$ cat config.mk
export PLATFORM = sky130hd
export DESIGN_NAME = and_nand_nor_bank
export DESIGN_NICKNAME = d
export VERILOG_FILES = /design/src/rtl/gate_pkg.sv /design/src/rtl/and_gate.sv /design/src/rtl/nand_gate.sv /design/src/rtl/nor_gate.sv /design/src/rtl/and_nand_nor_bank.sv
export SDC_FILE = /design/constraint.sdc
export NUM_CORES = 1
export LEC_CHECK = 0
export ABC_AREA = 1
export BUFFER_PORTS_ARGS = -buffer_cell sky130_fd_sc_hd__buf_2
export CORE_AREA = 5 5 42 44
export CTS_CLUSTER_SIZE = 25
export DETAILED_ROUTE_END_ITERATION = 8
export DIE_AREA = 0 0 47 49
export GPL_TIMING_DRIVEN = 0
export PLACE_DENSITY_LB_ADDON = 0.15
export SLEW_MARGIN = 20
export SYNTH_ARGS = -nofsm -noshare
export SYNTH_HDL_FRONTEND = slang
export SYNTH_HIERARCHICAL = 1
export SYNTH_SLANG_ARGS = --single-unit
$ cat constraint.sdc
create_clock -name clk -period 1.9 [get_ports clk]
set_clock_uncertainty 0.1 [all_clocks]
set_input_delay 0.38 -clock clk [delete_from_list [all_inputs] [get_ports clk]]
set_output_delay 0.38 -clock clk [all_outputs]
set_load 0.02 [all_outputs]
$ cat src/rtl/gate_pkg.sv
// -----------------------------------------------------------------------------
// gate_pkg
// Shared constants for the gate bank.
//   OP_AND / OP_NAND / OP_NOR : op_sel encodings for the registered result mux.
//                               The fourth code (2'd3) is reserved and selects
//                               all zeros.
//   DEFAULT_WIDTH             : default operand/result width for every gate
//                               module and the bank top.
// -----------------------------------------------------------------------------
package gate_pkg;

    localparam logic [1:0] OP_AND  = 2'd0;
    localparam logic [1:0] OP_NAND = 2'd1;
    localparam logic [1:0] OP_NOR  = 2'd2;

    localparam int DEFAULT_WIDTH = 1;

endpackage : gate_pkg

$ cat src/rtl/and_gate.sv
// -----------------------------------------------------------------------------
// and_gate
// Bitwise two-input AND, purely combinational.
//   a, b : operands (WIDTH bits)
//   y    : a & b, evaluated independently per bit
// -----------------------------------------------------------------------------
module and_gate #(
    parameter int WIDTH = gate_pkg::DEFAULT_WIDTH
) (
    input  logic [WIDTH-1:0] a,
    input  logic [WIDTH-1:0] b,
    output logic [WIDTH-1:0] y
);

    for (genvar gi = 0; gi < WIDTH; gi++) begin : g_bit
        assign y[gi] = a[gi] & b[gi];
    end

endmodule : and_gate

$ cat src/rtl/nand_gate.sv
// -----------------------------------------------------------------------------
// nand_gate
// Bitwise two-input NAND, purely combinational.
//   a, b : operands (WIDTH bits)
//   y    : ~(a & b), evaluated independently per bit
// -----------------------------------------------------------------------------
module nand_gate #(
    parameter int WIDTH = gate_pkg::DEFAULT_WIDTH
) (
    input  logic [WIDTH-1:0] a,
    input  logic [WIDTH-1:0] b,
    output logic [WIDTH-1:0] y
);

    for (genvar gi = 0; gi < WIDTH; gi++) begin : g_bit
        assign y[gi] = ~(a[gi] & b[gi]);
    end

endmodule : nand_gate

$ cat src/rtl/nor_gate.sv
// -----------------------------------------------------------------------------
// nor_gate
// Bitwise two-input NOR, purely combinational.
//   a, b : operands (WIDTH bits)
//   y    : ~(a | b), evaluated independently per bit
// -----------------------------------------------------------------------------
module nor_gate #(
    parameter int WIDTH = gate_pkg::DEFAULT_WIDTH
) (
    input  logic [WIDTH-1:0] a,
    input  logic [WIDTH-1:0] b,
    output logic [WIDTH-1:0] y
);

    for (genvar gi = 0; gi < WIDTH; gi++) begin : g_bit
        assign y[gi] = ~(a[gi] | b[gi]);
    end

endmodule : nor_gate

$ cat src/rtl/and_nand_nor_bank.sv
// -----------------------------------------------------------------------------
// and_nand_nor_bank
// Bitwise AND/NAND/NOR bank with combinational outputs and a one-stage,
// valid-qualified registered copy plus a selectable registered result.
//   clk       : rising-edge clock for all registers
//   rst_n     : asynchronous active-low reset (clears q_* and out_valid)
//   a, b      : operands (WIDTH bits)
//   in_valid  : a, b, op_sel are valid this cycle; gates the capture
//   op_sel    : registered result select (AND, NAND, NOR, reserved -> zeros)
//   y_and     : combinational a & b
//   y_nand    : combinational ~(a & b)
//   y_nor     : combinational ~(a | b)
//   q_and, q_nand, q_nor : registered gate results, loaded when in_valid
//   q_sel     : registered op_sel-selected result, loaded when in_valid
//   out_valid : registered in_valid (q_* were loaded on the last edge)
// -----------------------------------------------------------------------------
module and_nand_nor_bank
    import gate_pkg::*;
#(
    parameter int WIDTH = DEFAULT_WIDTH
) (
    input  logic             clk,
    input  logic             rst_n,
    input  logic [WIDTH-1:0] a,
    input  logic [WIDTH-1:0] b,
    input  logic             in_valid,
    input  logic [1:0]       op_sel,
    output logic [WIDTH-1:0] y_and,
    output logic [WIDTH-1:0] y_nand,
    output logic [WIDTH-1:0] y_nor,
    output logic [WIDTH-1:0] q_and,
    output logic [WIDTH-1:0] q_nand,
    output logic [WIDTH-1:0] q_nor,
    output logic [WIDTH-1:0] q_sel,
    output logic             out_valid
);

    logic [WIDTH-1:0] sel_next;

    and_gate #(.WIDTH(WIDTH)) u_and (
        .a (a),
        .b (b),
        .y (y_and)
    );

    nand_gate #(.WIDTH(WIDTH)) u_nand (
        .a (a),
        .b (b),
        .y (y_nand)
    );

    nor_gate #(.WIDTH(WIDTH)) u_nor (
        .a (a),
        .b (b),
        .y (y_nor)
    );

    // Result select; the reserved code falls through to all zeros.
    always_comb begin
        sel_next = '0;
        case (op_sel)
            OP_AND:  sel_next = y_and;
            OP_NAND: sel_next = y_nand;
            OP_NOR:  sel_next = y_nor;
            default: sel_next = '0;
        endcase
    end

    // Data registers only load on valid cycles; out_valid follows in_valid
    // every edge so it drops as soon as a bubble arrives.
    always_ff @(posedge clk or negedge rst_n) begin
        if (!rst_n) begin
            q_and     <= '0;
            q_nand    <= '0;
            q_nor     <= '0;
            q_sel     <= '0;
            out_valid <= 1'b0;
        end else begin
            out_valid <= in_valid;
            if (in_valid) begin
                q_and  <= y_and;
                q_nand <= y_nand;
                q_nor  <= y_nor;
                q_sel  <= sel_next;
            end
        end
    end

endmodule : and_nand_nor_bank

# ---- After elaboration in Yosys (flattened, before gate mapping)
# Cells that the tools add are included.
dict set report totals {
  register_bits 5
  in_bits 7
  out_inout_bits 8
  wordCells 13
}
dict set report op_classes {
  eq_ne 2
  mux 1
  bitwise_logic 4
  n_reduce_logical 1
}
# cell count
set ops {}
lappend ops {{1-bit case mux with 3 select lines} 1}
lappend ops {{2-bit by 1-bit equality test with 1-bit output (second input constant)} 1}
lappend ops {{2-bit equality test (second input constant)} 1}
lappend ops {{2-bit zero test} 1}
lappend ops {{1-bit inverter} 2}
lappend ops {{1-bit AND} 1}
lappend ops {{1-bit OR} 1}

# ---- Longest topological paths before layout
dict set report depth {
  word_depth 3
  ltp_mapped 6
}

# ---- Modules after synthesis
# The synthesis kept the hierarchy.
# mod n_inst cells_per_inst area_each_um2 seq_area_each_um2
set modules_own_cells {}
lappend modules_own_cells {and_nand_nor_bank 1 24 201.4 125.1}
lappend modules_own_cells {and_gate 1 2 7.5 0.0}
lappend modules_own_cells {nand_gate 1 1 3.8 0.0}
lappend modules_own_cells {nor_gate 1 1 3.8 0.0}

# ---- Worst setup path after synthesis
# No wires, ideal clock.
dict set report synth_path {
  path_kind {input to output}
  start {in b}
  end {out y_nor}
  arrival_time_ns 0.732
  setup_slack_ns 0.688
  cell_stages 1
  n_path_buf 0
  cell_sequence {nor2_1}
}
dict set report synth_between {
  elab_chain_cells 2
}
# element line_no
set synth_lines {}
lappend synth_lines {{start, declared} and_nand_nor_bank.sv:25} ;# input logic [WIDTH-1:0] b,
lappend synth_lines {{1-bit OR} nor_gate.sv:16} ;# assign y[gi] = ~(a[gi] | b[gi]);
lappend synth_lines {{1-bit inverter} nor_gate.sv:16}
lappend synth_lines {{end, declared} and_nand_nor_bank.sv:30} ;# output logic [WIDTH-1:0] y_nor,
# Every way passes these cells.

# ---- Final worst setup path
# Ends and elaborated chain as after synthesis.

==> metrics.txt <==
grt ovf=0; Vias=238; Worst-Skew Late Latency=0.24 ns; relative slew slack=86.4%; flops & latches, synth=5; post-CTS setup buffer count=0; CORE AREA=1400 um2; status=finished, final reports clean; Ports=15; initial antenna violation count=0; Layout area overhead=58.4%; Yosys warning total=6; vias per cell=3.78; worst path cell trace=buf_2 > nor2_1 > buf_2; Clk pin slew, worst setup/hold paths=0.04 ns; hold path cells=1; # nets final=55; slowest cell on the critical path=buf_2; Period Utilization, post-route=71.7%; Power Density=863 nW/um2; Mapped Avg Cell Area=7.73 um2; total track usage=6.02%; Worst Tran Pin Value=0.203 ns; deepest clock path buffer count=2; Post-DP Area=307 um2; area of the die=2300 um2; # resized after CTS=0; RSZ-0062 raised after global routing=no; Post-DRT Antenna Nets=0; share of cells above drive strength 1=36.2%; GP Congestion=0.619; Initial Util=15.4%; CTS Sinks=5; port bufs=14; critical path arrival=0.88 ns; largest net degree at the start of global routing=7; synthesized net count=35; Max Clk Rate=734 MHz; DR WL/cell=9.02 um; kind of critical path=in -> out; VDD IR max=0.354 mV; DRC=0; Pins Over Slew Limit=0; Tot Pwr=296 uW; Die Span Y=49 um; clk root buf=clkbuf_4; WHS=0.226 ns; first-pass GRT wire length=917 um; CTS HTree Levels=1; Final HPWL DP=467 um; critical path fanouts, max=3; Final min period=1.36 ns; CTS buffer count=3; Synth cell types=5; Worst Hold Class=in -> reg; initial DRC count=1; R2R depth=2; Die Width=47 um; Final setup viols=0; register area share after synthesis=57.8%; CTS tree=yes; Worst Path Required=1.42 ns; Mapped Cells=28; vias in the first global route=224; CP max stage delay=0.20 ns; Leakage=0.212 nW; Post-CTS Hold Buffers=1; Netlist Area Pre-Place=216 um2; num rows=14; Most common cell on crit path=buf_2; max-cap violations=0; Fin. Hold Viols=0; Design Area, Final=343 um2; final setup TNS=0 ns; first-pass iteration count of the detailed router=2; drt total wl=568 um; diodes inserted=0; Setup crit end kind=primary output; crit start category=input port
## cells in the mapped netlist (all sizes together)
master	instances	area (um2)
dfrtp	5	125
nor2	1	3.75
inv	4	15.0
nand2	14	52.6
nand3	4	20.0
## power by group
group	total (mW)	internal, mW	leakage (nW)	switching (mW)
logic	0.0551	0.0196	0.135	0.0355
registers	0.120	0.115	0.0620	0.00404
clock network	0.121	0.0793	0.0150	0.0418
## state kept, by name, indices dropped and copies added (netlist names)
register,cells
q_nand,1
q_sel,1
q_nor,1
out_valid,1
q_and,1
## layout make-up
class,count,area (um2)
fillers,174,1060
well taps,16,20.0
flip-flops and latches,5,125
clock buffers,4,26.3
inverters,4,15.0
multi-input cells,19,76.3
repair buffers,15,80.1
## stage by stage
step | cells | utilization (%) | worst slack, ns
after detailed placement | 58 | 21.9 | 0.515
after CTS | 63 | 24.5 | 0.510
after global placement | 58 | 21.9 | 0.521
after global routing | 63 | 24.5 | 0.483
final | 63 | 24.5 | 0.538
after floorplan | 28 | - | 0.688
## cells by family after synthesis
| logic type | synth area share (%) |
|---|---|
| flip-flops | 57.8 |
| AND/OR/NAND/NOR | 35.3 |
| buffers and inverters | 6.93 |
## cells in the final DEF, fill, tap and decap left out
master | netlist | routed
buf_2 | 0 | 14
nor2_1 | 1 | 1
nand3_1 | 4 | 4
clkbuf_1 | 0 | 1
nand2_1 | 14 | 14
dlygate4sd3_1 | 0 | 1
inv_1 | 4 | 4
dfrtp_1 | 5 | 5
clkbuf_4 | 0 | 3
## worst max-delay path, delay by kind of cell
kind | cells | cell delay (ns)
buf+inv | 2 | 0.31
simple gates | 1 | 0.19
## path summary, 6_finish.rpt
kind,from,endpoint,slack (ns)
setup / recovery,b,y_nor,0.54
setup reg to reg,q_sel,q_sel,1.20
hold reg to reg,q_nand,q_nand,0.37
max in group asynchronous,rst_n,q_nor,1.19
min in group asynchronous,rst_n,q_sel,0.38
hold / removal,in_valid,out_valid,0.23
## metal layers
metal  track usage [%]  share of wire (%)  up-vias
met5                 0                  0        -
met2              7.69                 42       12
met1              6.03                 44      102
li1                  -                  -      124
met3              6.64                 14        0
met4              2.76                  0        0
Power figures use the tool's default switching activity.
